==> src/rtl/cp0_unit_if.sv <==
// Bundle of decode strobes, mfc0 read data and fetch redirect signals for cp0_unit.
// No latency of its own; pure wiring between the core and the CP0 block.
// No backpressure: every strobe is consumed in the cycle it is presented.
//
// Signals (driven by the core side = master, consumed by cp0_unit = slave):
//   i_valid, i_pc_next, i_mtc0, i_eret, i_cp0_addr, i_cp0_wdata, i_irq  -> cp0_unit
//   o_cp0_rdata, o_redirect, o_redirect_pc, o_int_taken                 <- cp0_unit
interface cp0_unit_if #(
    parameter int IRQ_W = 6
);
    logic              i_valid;
    logic [31:0]       i_pc_next;
    logic              i_mtc0;
    logic              i_eret;
    logic [4:0]        i_cp0_addr;
    logic [31:0]       i_cp0_wdata;
    logic [IRQ_W-1:0]  i_irq;
    logic [31:0]       o_cp0_rdata;
    logic              o_redirect;
    logic [31:0]       o_redirect_pc;
    logic              o_int_taken;

    modport master (
        output i_valid, i_pc_next, i_mtc0, i_eret, i_cp0_addr, i_cp0_wdata, i_irq,
        input  o_cp0_rdata, o_redirect, o_redirect_pc, o_int_taken
    );

    modport slave (
        input  i_valid, i_pc_next, i_mtc0, i_eret, i_cp0_addr, i_cp0_wdata, i_irq,
        output o_cp0_rdata, o_redirect, o_redirect_pc, o_int_taken
    );
endinterface

==> src/rtl/cp0_unit.sv <==
// Coprocessor-0: Status/Cause/EPC/Count/Compare, interrupt arbitration and PC redirect.
// Reads and redirect outputs are combinational; state updates at the next rising edge;
// external IRQs reach Cause.IP three edges after assertion (2 sync flops + IP register).
// No backpressure: mtc0/eret/interrupt entry complete in the cycle i_valid is high.
//
// Ports:
//   i_clk       clock, rising edge
//   i_rst       asynchronous active-high reset
//   cp0         slave side of cp0_unit_if (decode strobes in, read data / redirect out)
module cp0_unit #(
    parameter logic [31:0] EXC_VECTOR = 32'h0000_0800,
    parameter int          IRQ_W      = 6
) (
    input  logic       i_clk,
    input  logic       i_rst,
    cp0_unit_if.slave  cp0
);

    // Register numbers (rd field of mfc0/mtc0)
    localparam logic [4:0] ADDR_COUNT   = 5'd9;
    localparam logic [4:0] ADDR_COMPARE = 5'd11;
    localparam logic [4:0] ADDR_STATUS  = 5'd12;
    localparam logic [4:0] ADDR_CAUSE   = 5'd13;
    localparam logic [4:0] ADDR_EPC     = 5'd14;

    // Bit position of the lowest interrupt line within Status.IM / Cause.IP
    localparam int IP_LSB = 10;

    // ------------------------------------------------------------------
    // State
    // ------------------------------------------------------------------
    logic [IRQ_W-1:0] irq_meta;     // first synchroniser stage
    logic [IRQ_W-1:0] irq_s;        // synchronised interrupt levels
    logic [IRQ_W-1:0] ip;           // Cause.IP
    logic             ti;           // Cause.TI (sticky timer interrupt)
    logic [31:0]      count;
    logic [31:0]      compare;
    logic [IRQ_W-1:0] im;           // Status.IM
    logic             exl;          // Status.EXL
    logic             ie;           // Status.IE
    logic [31:0]      epc;

    // ------------------------------------------------------------------
    // Per-cycle decisions
    // ------------------------------------------------------------------
    logic pend;
    logic take_eret;
    logic do_mtc0;
    logic take_int;
    logic wr_count;
    logic wr_compare;
    logic wr_status;
    logic wr_epc;
    logic timer_hit;
    logic [IRQ_W-1:0] ip_next;

    // Pending is computed purely from registered state so that an mtc0 in the
    // same cycle cannot create or cancel an interrupt combinationally.
    assign pend = ie & ~exl & (|(ip & im));

    // eret beats mtc0 beats interrupt entry; nothing happens without i_valid.
    always_comb begin
        take_eret = 1'b0;
        do_mtc0   = 1'b0;
        take_int  = 1'b0;
        if (cp0.i_valid) begin
            if (cp0.i_eret) begin
                take_eret = 1'b1;
            end else if (cp0.i_mtc0) begin
                do_mtc0 = 1'b1;
            end else if (pend) begin
                take_int = 1'b1;
            end
        end
    end

    assign wr_count   = do_mtc0 && (cp0.i_cp0_addr == ADDR_COUNT);
    assign wr_compare = do_mtc0 && (cp0.i_cp0_addr == ADDR_COMPARE);
    assign wr_status  = do_mtc0 && (cp0.i_cp0_addr == ADDR_STATUS);
    assign wr_epc     = do_mtc0 && (cp0.i_cp0_addr == ADDR_EPC);

    // Compare==0 disables the timer so that a cleared Compare cannot re-arm TI.
    assign timer_hit = (count == compare) && (compare != 32'd0);

    // The timer shares the top interrupt line with the last external IRQ.
    always_comb begin
        ip_next              = irq_s;
        ip_next[IRQ_W-1]     = irq_s[IRQ_W-1] | ti;
    end

    // ------------------------------------------------------------------
    // Interrupt synchroniser, Cause.IP and timer
    // ------------------------------------------------------------------
    always_ff @(posedge i_clk or posedge i_rst) begin
        if (i_rst) begin
            irq_meta <= '0;
            irq_s    <= '0;
            ip       <= '0;
        end else begin
            irq_meta <= cp0.i_irq;
            irq_s    <= irq_meta;
            ip       <= ip_next;
        end
    end

    always_ff @(posedge i_clk or posedge i_rst) begin
        if (i_rst) begin
            count   <= 32'd0;
            compare <= 32'd0;
            ti      <= 1'b0;
        end else begin
            // Software write to Count replaces this cycle's increment.
            if (wr_count) begin
                count <= cp0.i_cp0_wdata;
            end else begin
                count <= count + 32'd1;
            end

            if (wr_compare) begin
                compare <= cp0.i_cp0_wdata;
            end

            // Acknowledge (write to Compare) wins over a coincident match.
            if (wr_compare) begin
                ti <= 1'b0;
            end else if (timer_hit) begin
                ti <= 1'b1;
            end
        end
    end

    // ------------------------------------------------------------------
    // Status and EPC
    // ------------------------------------------------------------------
    always_ff @(posedge i_clk or posedge i_rst) begin
        if (i_rst) begin
            im  <= '0;
            exl <= 1'b0;
            ie  <= 1'b0;
        end else begin
            if (take_eret) begin
                exl <= 1'b0;
            end else if (wr_status) begin
                im  <= cp0.i_cp0_wdata[IP_LSB +: IRQ_W];
                exl <= cp0.i_cp0_wdata[1];
                ie  <= cp0.i_cp0_wdata[0];
            end else if (take_int) begin
                exl <= 1'b1;
            end
        end
    end

    always_ff @(posedge i_clk or posedge i_rst) begin
        if (i_rst) begin
            epc <= 32'd0;
        end else begin
            if (wr_epc) begin
                epc <= cp0.i_cp0_wdata;
            end else if (take_int) begin
                // Return to the instruction that would have executed next.
                epc <= cp0.i_pc_next;
            end
        end
    end

    // ------------------------------------------------------------------
    // mfc0 read mux
    // ------------------------------------------------------------------
    logic [31:0] status_word;
    logic [31:0] cause_word;

    always_comb begin
        status_word                   = 32'd0;
        status_word[IP_LSB +: IRQ_W]  = im;
        status_word[1]                = exl;
        status_word[0]                = ie;

        cause_word                    = 32'd0;
        cause_word[30]                = ti;
        cause_word[IP_LSB +: IRQ_W]   = ip;
    end

    always_comb begin
        cp0.o_cp0_rdata = 32'd0;
        case (cp0.i_cp0_addr)
            ADDR_COUNT:   cp0.o_cp0_rdata = count;
            ADDR_COMPARE: cp0.o_cp0_rdata = compare;
            ADDR_STATUS:  cp0.o_cp0_rdata = status_word;
            ADDR_CAUSE:   cp0.o_cp0_rdata = cause_word;
            ADDR_EPC:     cp0.o_cp0_rdata = epc;
            default:      cp0.o_cp0_rdata = 32'd0;
        endcase
    end

    // ------------------------------------------------------------------
    // Fetch redirect (suppressed while reset is asserted)
    // ------------------------------------------------------------------
    always_comb begin
        cp0.o_redirect    = ~i_rst & (take_eret | take_int);
        cp0.o_int_taken   = ~i_rst & take_int;
        cp0.o_redirect_pc = take_eret ? epc : EXC_VECTOR;
    end

endmodule
==> src/flat_wrapper.sv <==
// flat-port wrapper written by rule: the top's interface ports become plain ports
module cp0_unit_flat 
#(
    parameter logic [31:0] EXC_VECTOR = 32'h0000_0800,
    parameter int          IRQ_W      = 6
)
  (i_clk, i_rst, cp0_i_valid, cp0_i_pc_next, cp0_i_mtc0, cp0_i_eret, cp0_i_cp0_addr, cp0_i_cp0_wdata, cp0_i_irq, cp0_o_cp0_rdata, cp0_o_redirect, cp0_o_redirect_pc, cp0_o_int_taken);
  cp0_unit_if #(.IRQ_W(IRQ_W)) cp0_i ();
  input  logic i_clk;
  input  logic i_rst;
  input wire logic [$bits(cp0_i.i_valid)-1:0] cp0_i_valid;
  input wire logic [$bits(cp0_i.i_pc_next)-1:0] cp0_i_pc_next;
  input wire logic [$bits(cp0_i.i_mtc0)-1:0] cp0_i_mtc0;
  input wire logic [$bits(cp0_i.i_eret)-1:0] cp0_i_eret;
  input wire logic [$bits(cp0_i.i_cp0_addr)-1:0] cp0_i_cp0_addr;
  input wire logic [$bits(cp0_i.i_cp0_wdata)-1:0] cp0_i_cp0_wdata;
  input wire logic [$bits(cp0_i.i_irq)-1:0] cp0_i_irq;
  output wire logic [$bits(cp0_i.o_cp0_rdata)-1:0] cp0_o_cp0_rdata;
  output wire logic [$bits(cp0_i.o_redirect)-1:0] cp0_o_redirect;
  output wire logic [$bits(cp0_i.o_redirect_pc)-1:0] cp0_o_redirect_pc;
  output wire logic [$bits(cp0_i.o_int_taken)-1:0] cp0_o_int_taken;
  assign cp0_i.i_valid = cp0_i_valid;
  assign cp0_i.i_pc_next = cp0_i_pc_next;
  assign cp0_i.i_mtc0 = cp0_i_mtc0;
  assign cp0_i.i_eret = cp0_i_eret;
  assign cp0_i.i_cp0_addr = cp0_i_cp0_addr;
  assign cp0_i.i_cp0_wdata = cp0_i_cp0_wdata;
  assign cp0_i.i_irq = cp0_i_irq;
  assign cp0_o_cp0_rdata = cp0_i.o_cp0_rdata;
  assign cp0_o_redirect = cp0_i.o_redirect;
  assign cp0_o_redirect_pc = cp0_i.o_redirect_pc;
  assign cp0_o_int_taken = cp0_i.o_int_taken;
  cp0_unit #(.EXC_VECTOR(EXC_VECTOR), .IRQ_W(IRQ_W)) u_core (.i_clk(i_clk), .i_rst(i_rst), .cp0(cp0_i));
endmodule
==> config.mk <==
export PLATFORM = sky130hd
export DESIGN_NAME = cp0_unit_flat
export DESIGN_NICKNAME = d
export VERILOG_FILES = /design/src/rtl/cp0_unit_if.sv /design/src/rtl/cp0_unit.sv /design/src/flat_wrapper.sv
export SDC_FILE = /design/constraint.sdc
export NUM_CORES = 1
export LEC_CHECK = 0
export ABC_CLOCK_PERIOD_IN_PS = 12500
export CAP_MARGIN = 5
export CORE_ASPECT_RATIO = 0.75
export CORE_MARGIN = 2
export CORE_UTILIZATION = 24
export CTS_BUF_LIST = sky130_fd_sc_hd__clkbuf_8
export CTS_CLUSTER_SIZE = 12
export DETAILED_ROUTE_END_ITERATION = 10
export PLACE_DENSITY_LB_ADDON = 0.3
export SLEW_MARGIN = 15
export SYNTH_ARGS = -nofsm -noshare
export SYNTH_HDL_FRONTEND = slang
export SYNTH_SLANG_ARGS = --single-unit
==> constraint.sdc <==
create_clock -name i_clk -period 12.5 [get_ports i_clk]
set_clock_uncertainty 0.2 [all_clocks]
set_input_delay 3.125 -clock i_clk [delete_from_list [all_inputs] [get_ports i_clk]]
set_output_delay 3.125 -clock i_clk [all_outputs]
set_load 0.02 [all_outputs]
==> flow_metrics.py, run 1 <==
metrics = {
    "status": {
        "status": "finished, final reports clean",
    },
    "die": {
        "rows": 53,
        "dieHeight_um": 151,
        "core_region_area_mm2": 0.0281,
        "floorplan.die.width_um": 199,
        "floorplan.die_area_mm2": 0.0300,
        "start_util_pct": 24.5,
        "io_pins": 146,
    },
    "power_and_ir_drop": {
        "power.share.combinational_pct": 19.4,
        "power_frac_clock_pct": 31.8,
        "fraction_of_power_consumed_by_sequential_logic_pct": 48.8,
        "p_int_uw": 708,
        "power_switching_share_pct": 35.5,
        "total_power_mw": 1.10,
        "power.switching_uw": 390,
        "static-leakage-power_nw": 4.02,
        "power.density_mw_per_mm2": 123,
        "worst_ir_drop_vdd_v": 0.0000609,
    },
    "critical_path": {
        "critical_path.max_stage_delay_ns": 0.90,
        "worstRegToRegCells": 5,
        "path_buf_inv": 2,
        "cpLargestDelayFamily": "buffers and inverters",
        "cp-startpoint": "cp0_i_cp0_addr[0]",
        "ff2ff_setup_slack_ns": 10.08,
        "critical_path_data_arrival_time_ns": 6.02,
        "worst_r2r_startpoint": "u_core.count[7]$_DFF_PP0_",
        "worst_setup_path_end_kind": "output port",
        "cpMostUsedCell": "sky130_fd_sc_hd__clkdlybuf4s50_1",
        "timing.critical_path.fanout_max": 34,
        "critical_path.slowest_cell": "sky130_fd_sc_hd__clkdlybuf4s50_1",
        "required_ns": 9.17,
        "start_kind": "input pin",
        "crit-reg2reg-capture": "u_core.count[29]$_DFF_PP0_",
        "setup.worst_path.class": "input pin to output port",
        "critical_path.cell_chain": "clkdlybuf4s50_1 -> nand3b_2 -> o21ai_0 -> clkdlybuf4s50_1",
    },
    "global_route": {
        "number_of_global_route_vias_before_repair": 5505,
        "groute.usage.overall_pct": 15.4,
        "globalRoute.totalOverflow": 0,
        "grt_pass1_wl_um": 34200,
        "grt_start_max_net_pins": 67,
        "antenna_found_initial": 0,
    },
    "sta": {
        "share_of_the_clock_period_used_by_the_worst_path_pct": 74.8,
        "setup_tns_ns": 0,
        "final-setup-viol-count": 0,
        "hold_viol_final": 0,
        "finalWorstSetupSlack_ns": 3.15,
        "slew_violations": 0,
        "period_minus_ws_final_ns": 9.35,
        "max_slew.worst_pin.slew_ns": 0.937,
        "rsz_0062_raised_after_global_routing": "false",
        "achievable-frequency_ghz": 0.107,
        "maxSlewHeadroom_pct": 37.2,
    },
    "worst_hold_path": {
        "hold_path.class": "flip-flop to flip-flop",
        "hold_path_depth": 0,
        "hold_end": "u_core.ip[2]$_DFF_PP0_",
        "startpoint_of_the_tightest_hold_check_path": "u_core.irq_s[2]$_DFF_PP0_",
    },
    "clocking": {
        "cts_tree": "done",
        "cts-htree-levels": 4,
        "clk-insertion-delay-late_ns": 0.46,
        "hold_buffers": 0,
        "worst_setup_hold_path_clk_slew_ns": 0.10,
        "cts_resized": 0,
        "cts-root-to-sink-buffers": 2,
        "cts_inserted_buffers": 17,
        "cts-root-buf": "sky130_fd_sc_hd__clkbuf_8",
        "postCtsSetupBuffers": 0,
        "clock_sinks": 123,
    },
    "drt": {
        "wl_um": 22400,
        "post-route-drc-count": 0,
        "drt_first_pass_iters": 5,
        "vias_per_cell": 4.66,
        "routed-via-count": 5578,
        "routed_len_inst_um": 18.7,
        "initialDrtViolationCount": 388,
        "drtAntennaViolNets": 0,
    },
    "yosys": {
        "ys.warnings.count": 0,
        "synth_top_flop_cell": "sky130_fd_sc_hd__dfrtp_1",
        "postSynth.asyncResetShare_pct": 100,
        "syn_area_per_cell_um2": 10.1,
        "synthesis.instances": 680,
        "synthesis.nets": 761,
        "ys_seq_area_share_pct": 44.8,
        "postSynthRegisterBits": 123,
        "synth_edf_count": 0,
        "yosysUniqueCellTypes": 46,
        "mappedNetlistArea_mm2": 0.00687,
    },
    "cells_and_area": {
        "antenna_cells_inserted": 0,
        "sequential_cell_area_mm2": 0.00308,
        "final.fill_count": 2948,
        "area_growth_pct": 30.4,
        "area_taken_by_multi_input_logic_gates_mm2": 0.00349,
        "final_nets": 881,
        "layout-drive-gt1-share_pct": 13.0,
        "finalCoreUtilization_pct": 31.9,
    },
    "placed_design": {
        "globalplace.congestion": 0.821,
        "detailed_place_hpwl_um": 15700,
        "port_buffers": 145,
        "placement.setup.worst_slack_ns": 3.19,
    },
    "job": {
        "cap_viol_max_count": 0,
    },
}
-- kinds of logic after synthesis --
family	share of synthesized area, %
DFF	44.8
buffers and inverters	4.54
adders and majority gates	0.182
muxes	17.1
and+or+nand+nor	17.3
xor gates and xnor gates	7.91
AOI/OAI and AO/OA	8.22
-- cell type report --
type / instances / share of cell area [%]
Inverter: 7 / 0.321
Timing Repair Buffer: 152 / 16.7
Clock buffer: 17 / 2.61
Clock inverter: 15 / 1.58
Multi-Input combinational cell: 499 / 39.0
Tap cell: 385 / 5.38
Sequential cell: 123 / 34.4
-- cells in the mapped netlist, drive strengths merged, types with 9 or more instances --
library cell | n | area share (%)
nand3 | 10 | 0.91
dfrtp | 123 | 45
xnor2 | 15 | 1.9
nor3 | 9 | 1.3
nand4 | 20 | 2.0
mux2 | 42 | 6.9
xor2 | 47 | 6.0
buf | 35 | 3.3
clkbuf | 16 | 0.89
nand2 | 95 | 5.2
o21ai | 90 | 6.7
nor2 | 17 | 0.93
mux2i | 70 | 10
and3 | 35 | 3.2
nor4 | 17 | 1.8
-- per-stage QoR --
| stage | hold slack, ns | cells | cell area (um2) |
|---|---|---|---|
| floorplan | 0.131 | 680 | 6870 |
| global placement | 0.135 | 1166 | 8580 |
| detailed placement | 0.136 | 1166 | 8580 |
| CTS | 0.157 | 1198 | 8960 |
| global route | 0.165 | 1198 | 8960 |
| finish | 0.152 | 1198 | 8960 |
-- worst max path at each step --
| stage | end | slack [ns] | cells past startpoint |
|---|---|---|---|
| 2_1_floorplan | cp0_o_cp0_rdata[11] | 4.77 | 4 |
| 3_3_place_gp | cp0_o_cp0_rdata[30] | 3.26 | 4 |
| 3_5_place_dp | cp0_o_cp0_rdata[12] | 3.19 | 4 |
| 4_1_cts | cp0_o_cp0_rdata[12] | 3.16 | 4 |
| 5_1_grt | cp0_o_cp0_rdata[12] | 3.01 | 4 |
| 6_report | cp0_o_cp0_rdata[12] | 3.15 | 4 |
-- per-layer routing --
metal	track usage (%)	vias up	part of all wire [%]
met1	23.7	2792	53
met2	22.0	135	42
met3	2.96	14	4.3
li1	-	2637	-
met4	3.56	0	0.88
met5	0	-	0
-- power by group through the flow --
| stage | Clock (mW) | Combinational (mW) | Sequential [mW] |
|---|---|---|---|
| 2_1_floorplan | 0 | 0.160 | 0.500 |
| 3_3_place_gp | 0 | 0.213 | 0.542 |
| 3_5_place_dp | 0 | 0.214 | 0.543 |
| 4_1_cts | 0.362 | 0.215 | 0.535 |
| 5_1_grt | 0.383 | 0.234 | 0.546 |
| 6_report | 0.349 | 0.213 | 0.536 |
-- state kept, by name (all words and copies together), names as in the netlist --
register / cells
u_core.compare: 32
u_core.count: 32
u_core.epc: 32
u_core.exl: 1
u_core.ie: 1
u_core.im: 6
u_core.ip: 6
u_core.irq_meta: 6
u_core.irq_s: 6
u_core.ti: 1
-- cell usage in the layout (no fill, tap or decap), types with 8 or more instances in the layout --
cell / n
sky130_fd_sc_hd__clkbuf_8: 17
sky130_fd_sc_hd__o21ai_1: 35
sky130_fd_sc_hd__xnor2_1: 15
sky130_fd_sc_hd__nor4_1: 16
sky130_fd_sc_hd__and3_1: 35
sky130_fd_sc_hd__dfrtp_1: 123
sky130_fd_sc_hd__mux2_2: 42
sky130_fd_sc_hd__nand2_1: 93
sky130_fd_sc_hd__nor2_1: 17
sky130_fd_sc_hd__o21ai_0: 52
sky130_fd_sc_hd__nand3_1: 8
sky130_fd_sc_hd__xor2_1: 47
sky130_fd_sc_hd__mux2i_1: 70
sky130_fd_sc_hd__nand4_1: 19
sky130_fd_sc_hd__clkdlybuf4s50_1: 144
Power figures use the tool's default switching activity.
==> run 2: changes to the inputs <==
--- a/config.mk
+++ b/config.mk
@@ -5,7 +5,7 @@
 export SDC_FILE = /design/constraint.sdc
 export NUM_CORES = 1
 export LEC_CHECK = 0
-export ABC_CLOCK_PERIOD_IN_PS = 12500
+export ABC_CLOCK_PERIOD_IN_PS = 7950
 export CAP_MARGIN = 5
 export CORE_ASPECT_RATIO = 0.75
 export CORE_MARGIN = 2
==> constraint.sdc (replaced) <==
create_clock -name i_clk -period 7.95 [get_ports i_clk]
set_clock_uncertainty 0.2 [all_clocks]
set_input_delay 1.9875 -clock i_clk [delete_from_list [all_inputs] [get_ports i_clk]]
set_output_delay 1.9875 -clock i_clk [all_outputs]
set_load 0.02 [all_outputs]
==> run 2 against run 1 <==
Against the previous run: hold slack improved by 0.0044 ns; non-clock buffer count up 5; critical path depth is 2 higher; clock-buffer cell count is the same; routed wire length is 1.6% higher; largest power group unchanged; power increased by 61%; global-route usage rose by 0.20 points; highest routed layer unchanged; largest cell class unchanged; setup slack got worse by 1.7 ns; sequential share of layout area fell by 0.23 points.
==> flow_metrics.py, run 2 (synthesized netlist as in run 1, its figures left out) <==
metrics = {
    "clocking": {
        "cts-root-to-sink-buffers": 2,
        "cts-root-buf": "sky130_fd_sc_hd__clkbuf_8",
        "cts_resized": 0,
        "postCtsSetupBuffers": 0,
        "hold_buffers": 0,
        "clk-insertion-delay-late_ns": 0.45,
        "worst_setup_hold_path_clk_slew_ns": 0.09,
        "clock_sinks": 123,
        "cts_tree": "done",
        "cts-htree-levels": 4,
        "cts_inserted_buffers": 17,
    },
    "die": {
        "floorplan.die.width_um": 199,
        "start_util_pct": 24.5,
        "dieHeight_um": 151,
        "core_region_area_mm2": 0.0281,
        "rows": 53,
        "io_pins": 146,
        "floorplan.die_area_mm2": 0.0300,
    },
    "critical_path": {
        "worst_setup_path_end_kind": "output port",
        "critical_path_data_arrival_time_ns": 4.26,
        "worst_r2r_startpoint": "u_core.count[7]$_DFF_PP0_",
        "worstRegToRegCells": 5,
        "setup.worst_path.class": "input pin to output port",
        "required_ns": 5.76,
        "critical_path.cell_chain": "clkdlybuf4s50_1 -> nor2b_1 -> nand3b_2 -> buf_4 -> o221ai_1 -> clkdlybuf4s50_1",
        "timing.critical_path.fanout_max": 23,
        "crit-reg2reg-capture": "u_core.count[29]$_DFF_PP0_",
        "start_kind": "input pin",
        "cpMostUsedCell": "sky130_fd_sc_hd__clkdlybuf4s50_1",
        "ff2ff_setup_slack_ns": 5.47,
        "critical_path.slowest_cell": "sky130_fd_sc_hd__clkdlybuf4s50_1",
        "critical_path.max_stage_delay_ns": 0.66,
    },
    "power_and_ir_drop": {
        "power.switching_uw": 621,
        "p_int_mw": 1.15,
        "worst_ir_drop_vdd_v": 0.0000994,
        "fraction_of_power_consumed_by_sequential_logic_pct": 47.8,
        "power.share.combinational_pct": 19.0,
        "power.density_mw_per_mm2": 196,
        "power_switching_share_pct": 35.1,
        "power_frac_clock_pct": 33.2,
        "static-leakage-power_nw": 4.06,
    },
    "sta": {
        "hold_viol_final": 0,
        "period_minus_ws_final_ns": 6.45,
        "setup_tns_ns": 0,
        "share_of_the_clock_period_used_by_the_worst_path_pct": 81.1,
        "finalWorstSetupSlack_ns": 1.50,
        "rsz_0062_raised_after_global_routing": "false",
        "slew_violations": 0,
        "max_slew.worst_pin.slew_ns": 0.916,
        "achievable-frequency_ghz": 0.155,
        "maxSlewHeadroom_pct": 38.7,
        "final-setup-viol-count": 0,
    },
    "drt": {
        "initialDrtViolationCount": 315,
        "wl_um": 22700,
        "vias_per_cell": 4.61,
        "routed_len_inst_um": 18.9,
        "drtAntennaViolNets": 0,
        "routed-via-count": 5544,
        "drt_first_pass_iters": 5,
        "post-route-drc-count": 0,
    },
    "worst_hold_path": {
        "hold_path.class": "flip-flop to flip-flop",
        "startpoint_of_the_tightest_hold_check_path": "u_core.irq_s[4]$_DFF_PP0_",
        "hold_end": "u_core.ip[4]$_DFF_PP0_",
        "hold_path_depth": 0,
    },
    "cells_and_area": {
        "final.fill_count": 2951,
        "layout-drive-gt1-share_pct": 13.4,
        "reg_top3": "u_core.compare x32, u_core.count x32, u_core.epc x32",
        "most-common-layout-cells": "sky130_fd_sc_hd__clkdlybuf4s50_1, sky130_fd_sc_hd__dfrtp_1, sky130_fd_sc_hd__nand2_1",
        "sequential_cell_area_mm2": 0.00308,
        "layout.cells.most_common": "sky130_fd_sc_hd__clkdlybuf4s50_1",
        "finalCoreUtilization_pct": 32.2,
        "area_taken_by_multi_input_logic_gates_mm2": 0.00349,
        "final_nets": 886,
        "antenna_cells_inserted": 0,
        "area_growth_pct": 31.3,
    },
    "status": {
        "status": "finished, final reports clean",
    },
    "placed_design": {
        "port_buffers": 145,
        "detailed_place_hpwl_um": 16300,
        "globalplace.congestion": 0.841,
        "placement.setup.worst_slack_ns": 1.53,
    },
    "global_route": {
        "grt_start_max_net_pins": 67,
        "grt_pass1_wl_um": 34400,
        "number_of_global_route_vias_before_repair": 5593,
        "globalRoute.totalOverflow": 0,
        "groute.usage.overall_pct": 15.6,
        "antenna_found_initial": 0,
    },
    "job": {
        "cap_viol_max_count": 0,
    },
}
## run 2: cell types whose count changed in the layout (fill, tap and decap cells not counted), sizes merged
cell,before,now
clkinv,1,2
bufinv,0,1
buf,8,13
inv,19,18
clkinvlp,2,1
## run 2: power groups by stage
| stage | registers, mW | clock network, mW | logic (mW) |
|---|---|---|---|
| after floorplan | 0.786 | 0 | 0.251 |
| after global placement | 0.852 | 0 | 0.336 |
| after detailed placement | 0.854 | 0 | 0.339 |
| after CTS | 0.843 | 0.609 | 0.342 |
| after global routing | 0.859 | 0.636 | 0.374 |
| final | 0.845 | 0.587 | 0.336 |
## run 2: how the worst max path moves through the flow
stage / startpoint / endpoint / slack (ns) / cells past startpoint
2_1_floorplan: i_rst / u_core.compare[0]$_DFFE_PP0P_ / 2.49 / 1
3_3_place_gp: cp0_i_cp0_addr[3] / cp0_o_cp0_rdata[30] / 1.56 / 6
6_report: cp0_i_cp0_addr[3] / cp0_o_cp0_rdata[30] / 1.50 / 6
5_1_grt: cp0_i_cp0_addr[3] / cp0_o_cp0_rdata[5] / 1.37 / 6
4_1_cts: cp0_i_cp0_addr[3] / cp0_o_cp0_rdata[30] / 1.53 / 6
3_5_place_dp: cp0_i_cp0_addr[3] / cp0_o_cp0_rdata[30] / 1.53 / 6
## run 2: per-stage QoR
stage               total power [mW]  hold WS (ns)  area, um2  instances
CTS                             1.79         0.164       9020       1203
finish                          1.77         0.157       9020       1203
global placement                1.19         0.132       8620       1171
global route                    1.87         0.168       9020       1203
floorplan                       1.04         0.131       6870        680
detailed placement              1.19         0.136       8620       1171
## run 2: metal layers
metal | part of all wire (%) | track usage [%]
met1 | 50 | 23.0
met2 | 44 | 23.6
met5 | 0 | 0
met3 | 5.4 | 3.11
met4 | 0.61 | 3.22
## run 2: cell type report
cell class	count	share of cell area (%)
Clock inverter	15	1.85
Inverter	7	0.319
Multi-Input combinational cell	499	38.7
Tap cell	385	5.34
Sequential cell	123	34.1
Clock buffer	17	2.59
Timing Repair Buffer	157	17.0
## run 2: worst max-delay path: cells and delay by family
family	cells	cell delay (ns)
buffers and inverters	3	1.48
AND/OR/NAND/NOR	2	0.54
AO/OA/AOI/OAI	1	0.24
==> run 3: changes to the inputs <==
--- a/config.mk
+++ b/config.mk
@@ -5,7 +5,7 @@
 export SDC_FILE = /design/constraint.sdc
 export NUM_CORES = 1
 export LEC_CHECK = 0
-export ABC_CLOCK_PERIOD_IN_PS = 7950
+export ABC_CLOCK_PERIOD_IN_PS = 5900
 export CAP_MARGIN = 5
 export CORE_ASPECT_RATIO = 0.75
 export CORE_MARGIN = 2
==> constraint.sdc (replaced) <==
create_clock -name i_clk -period 5.9 [get_ports i_clk]
set_clock_uncertainty 0.2 [all_clocks]
set_input_delay 1.475 -clock i_clk [delete_from_list [all_inputs] [get_ports i_clk]]
set_output_delay 1.475 -clock i_clk [all_outputs]
set_load 0.02 [all_outputs]
==> run 3 against run 2 <==
Against the previous run: non-clock buffer count up 5; global-route usage is essentially flat; sequential share of layout area fell by 0.24 points; clock-buffer cell count increased by 1; register-to-register slack lost 2.0 ns; core utilization increased by 0.22 points; power rose by 35%; hold slack worse by 0.0093 ns; via count fell by 1.5%; clock power grew 34%; sequential power increased by 35%.
==> flow_metrics.py, run 3 (synthesized netlist as in run 1, its figures left out) <==
metrics = {
    "cells_and_area": {
        "final_nets": 891,
        "most-common-layout-cells": "sky130_fd_sc_hd__clkdlybuf4s50_1, sky130_fd_sc_hd__dfrtp_1, sky130_fd_sc_hd__nand2_1",
        "layoutNonFillerInstCount": 1208,
        "finalCoreUtilization_pct": 32.4,
        "layout-drive-gt1-share_pct": 14.1,
        "antenna_cells_inserted": 0,
        "layout.cells.most_common": "sky130_fd_sc_hd__clkdlybuf4s50_1",
        "reg_top3": "u_core.compare x32, u_core.count x32, u_core.epc x32",
        "area_growth_pct": 32.2,
    },
    "global_route": {
        "antenna_found_initial": 0,
        "globalRoute.totalOverflow": 0,
        "grtUsageMet1_pct": 23.0,
        "gr-usage-met3_pct": 4.19,
        "grt_pass1_wl_um": 34600,
        "busiest_layer": "met1",
        "grt.met2_usage_pct": 22.8,
        "groute.usage.overall_pct": 15.7,
        "number_of_global_route_vias_before_repair": 5556,
        "grt_start_max_net_pins": 76,
    },
    "placed_design": {
        "place.detailed.instances": 1176,
        "globalplace.congestion": 0.824,
        "detailed_place_hpwl_um": 16500,
        "port_buffers": 145,
    },
    "drt": {
        "drtAntennaViolNets": 0,
        "post-route-drc-count": 0,
        "vias_per_cell": 4.52,
        "initialDrtViolationCount": 330,
        "drt_first_pass_iters": 4,
        "wl_um": 22700,
        "routed-via-count": 5460,
        "routed_len_inst_um": 18.8,
    },
    "sta": {
        "maxSlewHeadroom_pct": 31.4,
        "achievable-frequency_ghz": 0.186,
        "setup_tns_ns": 0,
        "final-setup-viol-count": 0,
        "max_slew.worst_pin.slew_ns": 1.03,
        "hold_ws_ns": 0.147,
        "hold_viol_final": 0,
        "period_minus_ws_final_ns": 5.36,
        "rsz_0062_raised_after_global_routing": "false",
        "slew_violations": 0,
        "share_of_the_clock_period_used_by_the_worst_path_pct": 90.9,
    },
    "power_and_ir_drop": {
        "p_int_mw": 1.58,
        "static-leakage-power_nw": 4.08,
        "power.density_mw_per_mm2": 262,
        "power.share.combinational_pct": 19.1,
        "worst_ir_drop_vdd_v": 0.000139,
        "power_switching_share_pct": 33.4,
        "power_frac_clock_pct": 33.0,
        "power.switching_uw": 793,
        "total_power_mw": 2.38,
        "fraction_of_power_consumed_by_sequential_logic_pct": 47.9,
    },
    "die": {
        "floorplan.die_area_mm2": 0.0300,
        "floorplan.die.width_um": 199,
        "io_pins": 146,
        "start_util_pct": 24.5,
        "dieHeight_um": 151,
        "core_region_area_mm2": 0.0281,
        "rows": 53,
    },
    "clocking": {
        "cts-root-to-sink-buffers": 2,
        "clock_sinks": 123,
        "cts_resized": 0,
        "cts_inserted_buffers": 17,
        "cts_tree": "done",
        "postCtsSetupBuffers": 0,
        "clk-insertion-delay-late_ns": 0.46,
        "hold_buffers": 0,
        "worst_setup_hold_path_clk_slew_ns": 0.09,
        "cts-root-buf": "sky130_fd_sc_hd__clkbuf_8",
        "cts-htree-levels": 4,
    },
    "critical_path": {
        "critical_path.slowest_cell": "sky130_fd_sc_hd__clkdlybuf4s50_1",
        "critical_path_data_arrival_time_ns": 3.69,
        "worst_setup_path_end_kind": "output port",
        "worstRegToRegCells": 5,
        "critical_path.cell_chain": "clkdlybuf4s50_1 -> nor2b_1 -> nand3b_2 -> buf_4 -> o21ai_0 -> clkdlybuf4s50_1",
        "timing.critical_path.fanout_max": 13,
        "setup.worst_path.class": "input pin to output port",
        "crit-reg2reg-capture": "u_core.count[28]$_DFF_PP0_",
        "worst_r2r_startpoint": "u_core.count[7]$_DFF_PP0_",
        "ff2ff_setup_slack_ns": 3.43,
        "critical_path.max_stage_delay_ns": 0.63,
        "required_ns": 4.22,
        "cpMostUsedCell": "sky130_fd_sc_hd__clkdlybuf4s50_1",
        "start_kind": "input pin",
    },
    "job": {
        "cap_viol_max_count": 0,
    },
    "status": {
        "status": "finished, final reports clean",
    },
    "worst_hold_path": {
        "hold_path.class": "flip-flop to flip-flop",
        "hold_end": "u_core.ip[4]$_DFF_PP0_",
        "hold_path_depth": 0,
        "startpoint_of_the_tightest_hold_check_path": "u_core.irq_s[4]$_DFF_PP0_",
    },
}
==> run 3: changes by cell type in the layout (fill, tap and decap cells not counted), moves of 2 or more <==
cell / change
sky130_fd_sc_hd__buf_4: +5
sky130_fd_sc_hd__clkinvlp_4: +2
sky130_fd_sc_hd__inv_8: -5
sky130_fd_sc_hd__buf_12: +2
sky130_fd_sc_hd__clkdlybuf4s50_1: -2
==> run 3: worst max path at each step <==
stage,from,end,slack [ns],cells after the start
after floorplan,i_rst,u_core.compare[0]$_DFFE_PP0P_,0.95,1
after global placement,cp0_i_cp0_addr[3],cp0_o_cp0_rdata[2],0.60,6
after detailed placement,cp0_i_cp0_addr[3],cp0_o_cp0_rdata[7],0.49,6
after CTS,cp0_i_cp0_addr[3],cp0_o_cp0_rdata[7],0.49,6
after global routing,cp0_i_cp0_addr[3],cp0_o_cp0_rdata[6],0.36,6
final,cp0_i_cp0_addr[3],cp0_o_cp0_rdata[7],0.54,6
==> run 3: worst max-delay path, delay by kind of cell <==
kind	cells	cell delay, ns
buffers and inverters	3	1.40
AND/OR/NAND/NOR	2	0.58
AO/OA/AOI/OAI	1	0.21
==> run 3: power by group through the flow <==
| stage | clock network, mW | registers, mW | logic, mW |
|---|---|---|---|
| after floorplan | 0 | 1.06 | 0.338 |
| after global placement | 0 | 1.15 | 0.452 |
| after detailed placement | 0 | 1.15 | 0.456 |
| after CTS | 0.814 | 1.14 | 0.459 |
| after global routing | 0.862 | 1.16 | 0.498 |
| final | 0.785 | 1.14 | 0.454 |
==> run 3: through the flow <==
stage | setup slack [ns] | area [um2]
floorplan | 0.954 | 6870
global placement | 0.598 | 8670
detailed placement | 0.490 | 8670
CTS | 0.489 | 9080
global route | 0.362 | 9080
finish | 0.538 | 9080
==> run 3: metal layers <==
metal  wire length, um  share of wire [%]  up-vias
li1                  -                  -     2650
met3              1270                5.6       17
met2              9750                 43      124
met5                 0                  0        -
met4               246                1.1        0
met1             11400                 50     2669
==> run 3: final cells by class <==
cell class                 instances  area (um2)
clock buffer                      18         248
inverter                           7        28.8
sequential                       123        3080
multi-input combinational        499        3490
timing repair buffer             162        1590
clock inverter                    14         160
fill                            2979       19000
tap                              385         482
